## config.mk

```make
export PLATFORM = sky130hd
export DESIGN_NAME = name_entry_ctrl
export DESIGN_NICKNAME = d
export VERILOG_FILES = /design/src/rtl/name_entry_ctrl.sv
export SDC_FILE = /design/constraint.sdc
export NUM_CORES = 1
export LEC_CHECK = 0
export BUFFER_PORTS_ARGS = -buffer_cell sky130_fd_sc_hd__buf_2
export CORE_UTILIZATION = 51
export CTS_CLUSTER_DIAMETER = 30
export DETAILED_ROUTE_END_ITERATION = 7
export GPL_TIMING_DRIVEN = 0
export PLACE_DENSITY = 0.79
export SETUP_SLACK_MARGIN = 0.1
export SYNTH_ARGS = -nofsm -noshare
export SYNTH_HDL_FRONTEND = slang
export SYNTH_SLANG_ARGS = --single-unit
```

## constraint.sdc

```tcl
create_clock -name Clk -period 3.4 [get_ports Clk]
set_input_delay 0.51 -clock Clk [delete_from_list [all_inputs] [get_ports Clk]]
set_output_delay 0.51 -clock Clk [all_outputs]
set_load 0.05 [all_outputs]
```

## src/rtl/name_entry_ctrl.sv

```systemverilog
// Name-entry controller: takes keyboard characters, writes them into a 32-entry name memory,
// handles backspace/terminate. Optional upper-casing when NAME_ENTRY_UPPERCASE_EN is defined.
module name_entry_ctrl #(
  parameter logic [7:0] TERM_CHAR = 8'h0D,
  parameter logic [7:0] BS_CHAR   = 8'h08
) (
  input  logic       Clk,
  input  logic       Rst,
  input  logic       Start,
  input  logic [7:0] CharIn,
  input  logic       CharValid,
  output logic       CharReady,
  output logic [4:0] Addr,
  output logic [7:0] WriteData,
  output logic       WNM,
  output logic       InitNM,
  output logic [5:0] Length,
  output logic       Full,
  output logic       Done
);

  typedef enum logic [1:0] {IDLE, INIT, ACCEPT, DONE} state_e;

  state_e     state_q, state_d;
  logic [4:0] addr_q, addr_d;
  logic [7:0] wdata_q, wdata_d;
  logic       wnm_q, wnm_d;
  logic       initnm_q, initnm_d;
  logic [5:0] len_q, len_d;
  logic       done_q, done_d;
  logic [7:0] char_w;
  logic       printable;
  logic       full_w;

  assign CharReady = (state_q == ACCEPT) && !Start;
  assign full_w    = (len_q == 6'd32);
  assign printable = (CharIn >= 8'h20) && (CharIn <= 8'h7E);

  always_comb begin
    char_w = CharIn;
`ifdef NAME_ENTRY_UPPERCASE_EN
    if (CharIn >= 8'h61 && CharIn <= 8'h7A) char_w = CharIn - 8'h20;
`endif
  end

  always_comb begin
    state_d  = state_q;
    addr_d   = addr_q;
    wdata_d  = wdata_q;
    wnm_d    = 1'b0;
    initnm_d = 1'b0;
    len_d    = len_q;
    done_d   = done_q;
    case (state_q)
      // INIT always advances, so InitNM can only ever be a single-cycle pulse
      INIT: state_d = ACCEPT;
      default: begin
        if (Start) begin
          state_d  = INIT;
          initnm_d = 1'b1;
          len_d    = 6'd0;
          done_d   = 1'b0;
        end else if (CharValid && CharReady) begin
          if (CharIn == TERM_CHAR) begin
            state_d = DONE;
            done_d  = 1'b1;
          end else if (CharIn == BS_CHAR) begin
            if (len_q != 6'd0) begin
              addr_d  = len_q[4:0] - 5'd1;
              wdata_d = 8'h00;
              wnm_d   = 1'b1;
              len_d   = len_q - 6'd1;
            end
          end else if (printable && !full_w) begin
            addr_d  = len_q[4:0];
            wdata_d = char_w;
            wnm_d   = 1'b1;
            len_d   = len_q + 6'd1;
          end
        end
      end
    endcase
  end

  always_ff @(posedge Clk) begin
    if (Rst) begin
      state_q  <= IDLE;
      addr_q   <= 5'd0;
      wdata_q  <= 8'h00;
      wnm_q    <= 1'b0;
      initnm_q <= 1'b0;
      len_q    <= 6'd0;
      done_q   <= 1'b0;
    end else begin
      state_q  <= state_d;
      addr_q   <= addr_d;
      wdata_q  <= wdata_d;
      wnm_q    <= wnm_d;
      initnm_q <= initnm_d;
      len_q    <= len_d;
      done_q   <= done_d;
    end
  end

  assign Addr      = addr_q;
  assign WriteData = wdata_q;
  assign WNM       = wnm_q;
  assign InitNM    = initnm_q;
  assign Length    = len_q;
  assign Full      = full_w;
  assign Done      = done_q;

endmodule

```

==> results.ini <==
[final_layout]
antenna_cells = 0
final_core_util_pct = 63.9
nets = 202
drive_above_1_share_pct = 29.6
instances_no_fill = 216
syn2layout_area_growth_pct = 18.4

[worst_setup_path]
crit_slowest_cell = nor4b_2
criticalPathCategory = in -> reg
crit_arrival_ns = 2.93
crit_path_cell_trace = buf_2, nor4b_2, nand2_2, xnor2_1, ha_1, or3_2, a31oi_1, a21oi_1, xor2_1, a22o_1
reg2reg_depth = 9
cp-start-kind = input port
endpoint_kind = flip-flop
worstPathMaxFanout = 9
worstPathRequired_ns = 3.63
cpPeakStageDelay_ns = 0.57

[detailed_routing]
wl_per_cell_um = 14.7
drt_iter0_markers = 32
dr.pass1.iters = 4
vias = 1277
antenna_left = 0
vias_per_cell = 5.91
drcViolationCount = 0
routed_wl_um = 3170

[timing]
fin_crit_ns = 2.69
final-hold-violation-count = 0
rsz0062_at_grt = false
finalSetupViolations = 0
fin_setup_tns_ns = 0
worst_pin_slew_ns = 0.594
slew_headroom_pct = 60.3
slew_violations = 0
period_share_pct = 79.3
max_freq_ghz = 0.371
skew_ns = 0.00410

[synth]
yosysSeqAreaShare_pct = 36.3
synth.net_count = 163
synth_area_leaders = dfxtp_1, a21oi_1, nand3_1, o21ai_0, ha_1
synth_top_area_cell = dfxtp_1
synth_top_area_share_pct = 36.3
synth_area_per_cell_um2 = 8.94
ys.flop_type = dfxtp_1
ys_seq_elements = 24
yosysWarnings = 0
ys_types = 46
async_flop_share_pct = 0
synth.top_cells.by_count = dfxtp_1, a21oi_1, nand3_1
synth_edf_count = 0
yosysMostFrequentCell = dfxtp_1
syn_area_um2 = 1320
syn_inst = 148

[grt]
grt_max_degree = 14
grtUsageTotal_pct = 24.6
grt_pass1_vias = 1134
grt.overflow.total = 0
antenna_found_initial = 0
grt_pass1_wl_um = 5040

[cts]
post_cts_resized = 0
ctsHoldBuffers = 0
clockBufferDepth = 2
clk_pin_slew_worst_paths_ns = 0.13
numClockSinks = 24
clk_latency_ns = 0.32
cts_max_level = 1
cts_buffers = 3
root_buffer = clkbuf_4
post-cts-setup-buffers = 0
cts_tree = built

[floorplanning]
initial_core_util_pct = 53.9
dieArea_um2 = 2800
rows = 18
core_um2 = 2450
io-pin-count = 36
die_w_um = 52.9
die_h_um = 52.9

[power]
powerDensity_nw_per_um2 = 321
p_leak_nw = 0.684
peakVddDrop_mv = 0.216

[run_status]
outcome = completed

[run]
cap_viol_max_count = 0

[hold_path]
hold_class = in -> reg
min_path_cells = 3

[place]
gp_congestion = 0.885
io_buffers = 34
hpwl_um = 2420
placedCellCount = 212

## critical path: cells and delay by family
| family | cells | cell delay [ns] |
|---|---|---|
| compound gates | 3 | 0.43 |
| xor+xnor | 2 | 0.35 |
| fa+ha+maj | 1 | 0.22 |
| buf+inv | 1 | 0.12 |
| simple gates | 3 | 1.27 |
## area by class of cell
class                   count  area (um2)
multi-input cells         109         764
clock buffers               4        36.3
plain buffers               8        52.6
fillers                   224         887
well taps                  30        37.5
flip-flops and latches     24         480
inverters                   7        26.3
repair buffers             34         170
## flip-flops by register name, indices dropped and copies added (netlist names)
| name | count |
|---|---|
| WriteData | 8 |
| Length | 6 |
| Addr | 5 |
| state_q | 2 |
| Done | 1 |
| InitNM | 1 |
| WNM | 1 |
## placed cells by master, fill, tap and decap left out, types with 2 or more instances in the layout
cell type	instances
a221o_1	2
clkbuf_4	3
nor3_1	4
and2_1	2
buf_6	3
ha_1	3
o21a_1	2
xor2_1	3
and3_1	3
nor2_1	7
nor3b_1	3
a21oi_1	18
nand4_1	4
a41oi_1	2
a211oi_1	3
dfxtp_1	24
o21ai_0	9
and4_2	2
nand2b_1	2
inv_1	7
mux2i_1	3
xnor2_1	4
buf_2	34
clkbuf_1	4
nand3_1	10
a22o_1	2
## worst paths after layout
path | from | endpoint | slack [ns]
worst min register to register | WriteData[7] | WriteData[7] | 0.48
worst max-delay path | CharIn[1] | Length[4] | 0.71
worst min-delay path | CharIn[4] | WriteData[4] | 0.47
worst max register to register | Length[1] | Length[5] | 0.98
## power by group
group          leakage, nW  switching (mW)  total [mW]  internal [mW]
clock network       0.0210          0.0874       0.153         0.0656
registers            0.194         0.00281       0.288          0.285
logic                0.469          0.0418      0.0620         0.0202
total                0.684           0.132       0.503          0.371
## stage by stage
stage / power (mW) / hold slack (ns) / instance area (um2) / worst slack, ns
after CTS: 0.505 / 0.460 / 1570 / 0.735
final: 0.503 / 0.467 / 1570 / 0.705
after global placement: 0.352 / 0.455 / 1530 / 0.404
after global routing: 0.518 / 0.478 / 1570 / 0.567
after floorplan: 0.332 / 0.479 / 1320 / 0.573
after detailed placement: 0.355 / 0.466 / 1530 / 0.394
## metal layers
metal	vias to the layer above	GRT usage, %	routed length [um]
met5	-	0	0
met2	33	42.8	1540
met4	0	9.65	42
met3	5	2.87	136
met1	603	30.5	1450
li1	636	-	-
## kinds of logic (layout without fill, tap and decap cells)
logic type	after synthesis	after routing	share of synthesized area (%)
simple gates	50	50	25.4
buf+inv	15	53	5.95
compound gates	45	45	21.7
flops	24	24	36.3
mux	4	4	3.12
fa+ha+maj	3	3	2.84
xor+xnor	7	7	4.63
Note: power is estimated with default switching activity, not from simulation.
